$ cat src/rtl/imem_loader.sv
// Boot loader: host word stream (hdr = count N, then N words) -> instruction memory writes, then cpu_enable.
// Latency: write on the port 1 cycle after each accepted word; cpu_enable 1 cycle after last write (N+2 with verify).
// Backpressure: s_ready only in HDR/LOAD; halt aborts from any state. Optional read-back: IMEM_LOADER_VERIFY_EN.
module imem_loader #(
    parameter int          MAX_WORDS = 128,
    parameter logic [63:0] BASE_ADDR = 64'h0
) (
    input  logic        clk,
    input  logic        arst_n,
    input  logic        start,
    input  logic        halt,
    input  logic        s_valid,
    output logic        s_ready,
    input  logic [31:0] s_data,
    output logic [63:0] addr_ext,
    output logic        wen_ext,
    output logic        ren_ext,
    output logic [31:0] wdata_ext,
    input  logic [31:0] rdata_ext,
    output logic        cpu_enable,
    output logic        busy,
    output logic        done,
    output logic        error,
    output logic [15:0] loaded_words
);

    typedef enum logic [2:0] {
        S_IDLE,
        S_HDR,
        S_LOAD,
`ifdef IMEM_LOADER_VERIFY_EN
        S_VERIFY,
`endif
        S_RUN,
        S_ERR
    } state_t;

    state_t      state_q, state_d;
    logic [15:0] n_q, n_d;
    logic [15:0] idx_q, idx_d;
    logic [15:0] loaded_q, loaded_d;
    logic [63:0] addr_q, addr_d;
    logic [31:0] wdata_q, wdata_d;
    logic        wen_q, wen_d;
    logic        s_ready_q, s_ready_d;
    logic        busy_q, busy_d;
    logic        done_q, done_d;
    logic        error_q, error_d;
    logic        en_q, en_d;
    logic        xfer;
    logic [63:0] idx_addr;

    // halt wins over a simultaneous handshake so an aborted load never writes
    assign xfer     = s_valid && s_ready_q && !halt;
    assign idx_addr = BASE_ADDR + {46'd0, idx_q, 2'b00};

`ifdef IMEM_LOADER_VERIFY_EN
    logic [31:0] csum_q, csum_d;
    logic [31:0] rsum_q, rsum_d;
    logic [15:0] scnt_q, scnt_d;
    logic        ren_q, ren_d;
    logic        rvld_q;
    logic [31:0] rsum_next;

    assign rsum_next = rsum_q + rdata_ext;
    assign ren_ext   = ren_q;

    // read-back bookkeeping: checksum, running read sum, sample pipeline flag
    always_ff @(posedge clk or negedge arst_n) begin
        if (!arst_n) begin
            csum_q <= '0;
            rsum_q <= '0;
            scnt_q <= '0;
            ren_q  <= 1'b0;
            rvld_q <= 1'b0;
        end else begin
            csum_q <= csum_d;
            rsum_q <= rsum_d;
            scnt_q <= scnt_d;
            ren_q  <= ren_d;
            rvld_q <= ren_q;
        end
    end
`else
    logic unused_rdata;
    assign unused_rdata = ^rdata_ext;
    assign ren_ext      = 1'b0;
`endif

    // state and registered outputs
    always_ff @(posedge clk or negedge arst_n) begin
        if (!arst_n) begin
            state_q   <= S_IDLE;
            n_q       <= '0;
            idx_q     <= '0;
            loaded_q  <= '0;
            addr_q    <= '0;
            wdata_q   <= '0;
            wen_q     <= 1'b0;
            s_ready_q <= 1'b0;
            busy_q    <= 1'b0;
            done_q    <= 1'b0;
            error_q   <= 1'b0;
            en_q      <= 1'b0;
        end else begin
            state_q   <= state_d;
            n_q       <= n_d;
            idx_q     <= idx_d;
            loaded_q  <= loaded_d;
            addr_q    <= addr_d;
            wdata_q   <= wdata_d;
            wen_q     <= wen_d;
            s_ready_q <= s_ready_d;
            busy_q    <= busy_d;
            done_q    <= done_d;
            error_q   <= error_d;
            en_q      <= en_d;
        end
    end

    // next-state, port values and flags decoded from the next state
    always_comb begin
        state_d  = state_q;
        n_d      = n_q;
        idx_d    = idx_q;
        loaded_d = loaded_q;
        addr_d   = addr_q;
        wdata_d  = wdata_q;
        wen_d    = 1'b0;
`ifdef IMEM_LOADER_VERIFY_EN
        csum_d   = csum_q;
        rsum_d   = rsum_q;
        scnt_d   = scnt_q;
        ren_d    = 1'b0;
`endif
        if (halt) begin
            state_d  = S_IDLE;
            loaded_d = '0;
        end else begin
            unique case (state_q)
                S_IDLE: begin
                    if (start) begin
                        state_d  = S_HDR;
                        loaded_d = '0;
                        idx_d    = '0;
`ifdef IMEM_LOADER_VERIFY_EN
                        csum_d   = '0;
`endif
                    end
                end
                S_HDR: begin
                    if (xfer) begin
                        n_d = s_data[15:0];
                        if (s_data[15:0] == 16'd0 || s_data[15:0] > 16'(MAX_WORDS)) begin
                            state_d = S_ERR;
                        end else begin
                            state_d = S_LOAD;
                        end
                    end
                end
                S_LOAD: begin
                    if (xfer) begin
                        wen_d    = 1'b1;
                        addr_d   = idx_addr;
                        wdata_d  = s_data;
                        loaded_d = loaded_q + 16'd1;
                        idx_d    = idx_q + 16'd1;
`ifdef IMEM_LOADER_VERIFY_EN
                        csum_d   = csum_q + s_data;
`endif
                        if (idx_q == n_q - 16'd1) begin
                            idx_d   = '0;
`ifdef IMEM_LOADER_VERIFY_EN
                            state_d = S_VERIFY;
                            rsum_d  = '0;
                            scnt_d  = '0;
`else
                            state_d = S_RUN;
`endif
                        end
                    end
                end
`ifdef IMEM_LOADER_VERIFY_EN
                S_VERIFY: begin
                    // first read issues at the edge that ends the last write cycle
                    if (idx_q != n_q) begin
                        ren_d  = 1'b1;
                        addr_d = idx_addr;
                        idx_d  = idx_q + 16'd1;
                    end
                    if (rvld_q) begin
                        rsum_d = rsum_next;
                        scnt_d = scnt_q + 16'd1;
                        if (scnt_q == n_q - 16'd1) begin
                            state_d = (rsum_next == csum_q) ? S_RUN : S_ERR;
                        end
                    end
                end
`endif
                default: ;
            endcase
        end
        s_ready_d = (state_d == S_HDR) || (state_d == S_LOAD);
`ifdef IMEM_LOADER_VERIFY_EN
        busy_d    = s_ready_d || (state_d == S_VERIFY);
`else
        busy_d    = s_ready_d;
`endif
        error_d   = (state_d == S_ERR);
        // enable waits for the final write pulse to leave the port
        en_d      = (state_d == S_RUN) && !wen_d;
        done_d    = en_d;
    end

    assign s_ready      = s_ready_q;
    assign addr_ext     = addr_q;
    assign wen_ext      = wen_q;
    assign wdata_ext    = wdata_q;
    assign cpu_enable   = en_q;
    assign busy         = busy_q;
    assign done         = done_q;
    assign error        = error_q;
    assign loaded_words = loaded_q;

endmodule

$ cat config.mk
export PLATFORM = sky130hd
export DESIGN_NAME = imem_loader
export DESIGN_NICKNAME = d
export VERILOG_FILES = /design/src/rtl/imem_loader.sv
export SDC_FILE = /design/constraint.sdc
export NUM_CORES = 1
export LEC_CHECK = 0
export ABC_AREA = 1
export CAP_MARGIN = 10
export CORE_MARGIN = 1
export CORE_UTILIZATION = 40
export DETAILED_ROUTE_END_ITERATION = 16
export PLACE_DENSITY = 0.8
export SLEW_MARGIN = 15
export SYNTH_ARGS = -nofsm -noshare
export SYNTH_HDL_FRONTEND = slang
export SYNTH_SLANG_ARGS = --single-unit
$ cat constraint.sdc
create_clock -name clk -period 2.1 [get_ports clk]
set_input_delay 0.21 -clock clk [delete_from_list [all_inputs] [get_ports clk]]
set_output_delay 0.21 -clock clk [all_outputs]
set_load 0.01 [all_outputs]
# --- Word-level counts from Yosys, hierarchy flattened ---
# Cells that the tools add are included.
totals:
  reg_bits: 103
  input_bits: 69
  out_inout_bits: 119
classes:
  add_sub_neg: 3
  n_lt_le_gt_ge: 1
  eq_ne: 11
  muxes: 17
  bitwise: 1
  reduce_logical: 15
ops:
  columns: ["operator", "count"]
  rows:
  - ["$mux 16", 5]
  - ["$pmux 16 s2", 2]
  - ["$add 16x1->16 const B", 2]
  - ["$mux 3", 6]
  - ["$eq 16x16->1", 1]
  - ["$gt 16x8->1 const B", 1]
  - ["$logic_not 16->1", 1]
  - ["$sub 16x1->16 const B", 1]
  - ["$eq 3x2->1 const B", 3]
  - ["$pmux 3 s3", 1]
  - ["$reduce_and 3->1", 3]
  - ["$eq 3x1->1 const B", 2]
  - ["$ne 3x3->1 const B", 2]
  - ["$ne 2x2->1 const B", 2]
  - ["$reduce_and 4->1", 1]
  - ["$eq 3x3->1 const B", 1]
  - ["$logic_and 1x1->1", 3]
  - ["$logic_not 3->1", 1]
  - ["$mux 1", 3]
  - ["$reduce_bool 3->1", 1]
  - ["$logic_not 1->1", 2]
  - ["$logic_or 1x1->1", 2]
  - ["$reduce_bool 2->1", 1]
  - ["$not 1->1", 1]

# --- Logic depth before layout (Yosys ltp) ---
logic_depth:
  depth_word: 8
  ltp_mapped: 17
  depth_no_buf: 17

# --- Worst setup path before layout ---
# OpenSTA, ideal clock, no wires.
synth_timing:
  path_kind: "register to register"
  start: "reg n_q[0]"
  end: "reg idx_q[5]"
  setup_ps: 120
  arrival_time_ps: 1817
  t_required_ps: 1980
  path_slack_ps: 163
  stages_incl_launch_ff: 15
  path_buffers: 1
  synth_period_minus_slack_ps: 1937
  cell_sequence: "dfrtp_1 inv_1 ha_1 or2_2 nand3_1 nand2_1 nor2_1 nand3_1 nor2_1 nand2_1 nor2_2 nor2_1 nor2_4 buf_6 nor2_1"
synth_via:
  elab_chain_len: 5
synth_lines:
  columns: ["element", "line_no", "source"]
  rows:
  - ["start: declaration", "39", "logic [15:0] n_q, n_d;"]
  - ["start signal: assignment", "107", "n_q <= n_d;"]
  - ["$sub 16x1->16", "171", "if (idx_q == n_q - 16'd1) begin"]
  - ["$eq 16x16->1", "171", null]
  - ["$mux 16", "171", null]
  - ["$mux 16", "162", "if (xfer) begin"]
  - ["$pmux 16 s2", "140", "unique case (state_q)"]
  - ["end signal: assignment", "108", "idx_q <= idx_d;"]
  - ["end: declaration", "40", "logic [15:0] idx_q, idx_d;"]
# Every way passes these cells. The select of a mux whose other input is x is not followed.
# A chain may end at the register's enable or synchronous reset.

# --- Final worst setup path ---
layout_timing:
  start: "reg n_q[0]"
  end: "reg idx_q[15]"
# The elaborated chain is that of the path after synthesis.

==> metrics.txt <==
outcome finished, final reports clean; GR Layer Usage met2 30.7%; Fill cells 1223; Syn Area/Cell 7.78 sq um; Cells after Synth 698; max-slew violations 0; Setup TNS 0 ns; via count 4647; DIE AREA 14000 sq um; clk_skew 0.00326 ns; GRT Total Usage 18.8%; clock tree buffer depth 2; crit-path cells inv_2, ha_4, nand3_4, nor2_4, nand2_1, nand2_1, nand2_1, nor2_1, nand3_1, nor2_4, nor2_2, nor2_4, buf_12, nor2_1; reg2reg path depth 14; Chip Height 118 um; ANT nets after route 0; CTS tree yes; FF-to-FF Start n_q[0]; min Tclk post-route 2.03 ns; GRT busiest layer met2; Floorplan Core Area 13200 sq um; Yosys warnings 0; initial antenna violation count 0; drt pass-1 iters 4; clk_lat worst skew 0.35 ns; CP max-delay cell dfrtp_1; first-pass GRT wire length 20900 um; DR iter-0 viols 355; # rows 42; Vias/cell 4.64; Buffers & Inverters on Critical Path 2; most frequent cells in the layout nand2_1 (210), clkdlybuf4s50_1 (105), dfrtp_1 (102), inv_1 (69), nor2_1 (66); # DRC 0; period utilization 96.5%; Max Cap Viol 0; Leak 3.38 nW; min-delay worst type input pin to asynchronous set/reset pin; area of placed instances 6630 sq um; Distinct cells, synth 34; Final Hold Viols 0; layout cells sized above 1 8.72%; largest net degree at the start of global routing 48; Setup violations, final 0; clock slew at reported path FFs 0.07 ns; Synth-to-Final Area Change 30.7%; CTS buffer count 9; CP required 2.34 ns; met1 usage in global routing 23.7%; VDD IR-drop max 511 uV; CP max FO 14; Setup crit end kind register; mapped cell area 5430 sq um; Initial Util 41.0%; commonest non-fill, non-tap cell in the layout nand2_1; DR WL/cell 12.7 um; WS Path Type register to register; CP max stage delay 0.41 ns; HPWL after DPL 9250 um; Worst setup SP type register; FF-to-FF setup slack 0.07 ns; fin nets 893; CP top delay family simple AND/OR/NAND/NOR gates; CTS root buffer clkbuf_16; Die Width 118 um; power per cell area 749 nW/um^2; clock sinks 103; total wire length 12700 um; Synth Register Bits 103; global route overflow 0; RSZ-0062 raised after global routing yes; ant diodes 0; IO Count 188; register area share after synthesis 47.5%; reg2reg end idx_q[15]; H-tree Lvls 3; PortBufs 106; Finished Cell Area 7100 sq um; CP Data Arrival Time 2.27 ns; vias in the first global route 4375; met3 Usage GRT 4.87%; achievable clock frequency 493 MHz; GPL Wtd Cong 0.834
[where the power goes]
group | switching, mW | internal [mW]
logic | 0.649 | 0.453
clock network | 0.728 | 1.20
registers | 0.156 | 2.13
[synthesized netlist by cell type]
cell        n  area, sq um
nand2_2     4         25.0
nand3_1    21          105
o21a_1      1         7.51
dfrtp_1   103         2580
or2_2       1         6.26
nand4_1     2         12.5
xor2_1     21          184
inv_1      71          267
o21ai_0    59          295
buf_2       2         10.0
o21ai_2     1         8.76
o221a_2     1         11.3
a31o_2      1         8.76
buf_4      51          383
clkbuf_1   11         41.3
ha_1        3         37.5
nand3_2     1         10.0
nor3_2      2         20.0
nand2_1   213          800
nor2_2      3         18.8
conb_1      1         3.75
nor3_1     15         75.1
a21oi_1    12         60.1
o22ai_1     2         12.5
clkinv_1    1         3.75
inv_2       3         11.3
and3_1      4         25.0
nor2_4      3         33.8
nor2_1     70          263
a31oi_1     1         6.26
nor4_1      5         31.3
buf_6       1         11.3
xnor2_1     2         17.5
nand3b_1    6         45.0
[state kept, by name, indices dropped and copies added, names as in the netlist]
name,flops
n_q,16
wen_ext,1
loaded_words,16
wdata_ext,32
state_q,3
busy,1
addr_ext,16
cpu_enable,1
error,1
idx_q,16
[layer usage]
layer	up-vias	share of wire [%]	wire (um)
li1	2322	-	-
met1	2185	45	5650
met2	125	48	6050
met3	15	6.0	763
met4	0	1.8	228
met5	-	0	0
[worst register-to-register path: cells and delay by family (launching register included)]
family / cells / cell delay, ns
DFF: 1 / 0.41
adders and majority gates: 1 / 0.17
buffers and inverters: 2 / 0.24
and+or+nand+nor: 11 / 1.10
[stage by stage]
stage / power [mW] / setup WS (ns) / instances / util (%) / hold WS (ns)
floorplan: 3.01 / 0.163 / 746 / - / -0.0856
global placement: 3.30 / -0.0120 / 983 / 50.1 / 0.173
detailed placement: 3.32 / -0.0714 / 983 / 50.1 / 0.176
CTS: 5.28 / 0.0298 / 1000 / 52.8 / 0.335
global route: 5.60 / -0.0621 / 1002 / 53.6 / 0.359
finish: 5.31 / 0.0727 / 1002 / 53.6 / 0.328
[worst max path at each step]
stage	slack, ns	cells past startpoint	startpoint	endpoint
after floorplan	0.16	14	n_q[0]	idx_q[5]
after global placement	-0.01	14	n_q[0]	idx_q[15]
after detailed placement	-0.07	14	n_q[0]	idx_q[15]
after CTS	0.03	14	n_q[0]	idx_q[15]
after global routing	-0.06	14	n_q[0]	idx_q[15]
final	0.07	14	n_q[0]	idx_q[15]
[area by class of cell]
class	count	area, sq um	share of cell area, %
multi-input cells	503	2400	33.9
inverters	75	282	3.97
flip-flops and latches	103	2580	36.3
clock inverters	3	90.1	1.27
repair buffers	129	1270	17.9
clock buffers	13	250	3.53
well taps	176	220	3.10
[cells by family after synthesis]
kind of cell / Yosys count / share of synthesized area (%)
AND/OR/NAND/NOR: 350 / 27.1
XOR/XNOR: 23 / 3.71
AO/OA/AOI/OAI: 78 / 7.56
flip-flops: 103 / 47.5
other: 1 / 0.0691
adder cells (fa/ha/maj): 3 / 0.692
buffers and inverters: 140 / 13.4
[what timing repair did]
item	in CTS	in global routing
endpoints found under the setup margin	17	22
hold buffers	1	0
gates cloned	0	0
buffers inserted	0	2
endpoints found under the hold margin	28	0
gates resized for setup	4	23
pin swaps	0	3
Note: power is estimated with default switching activity, not from simulation.
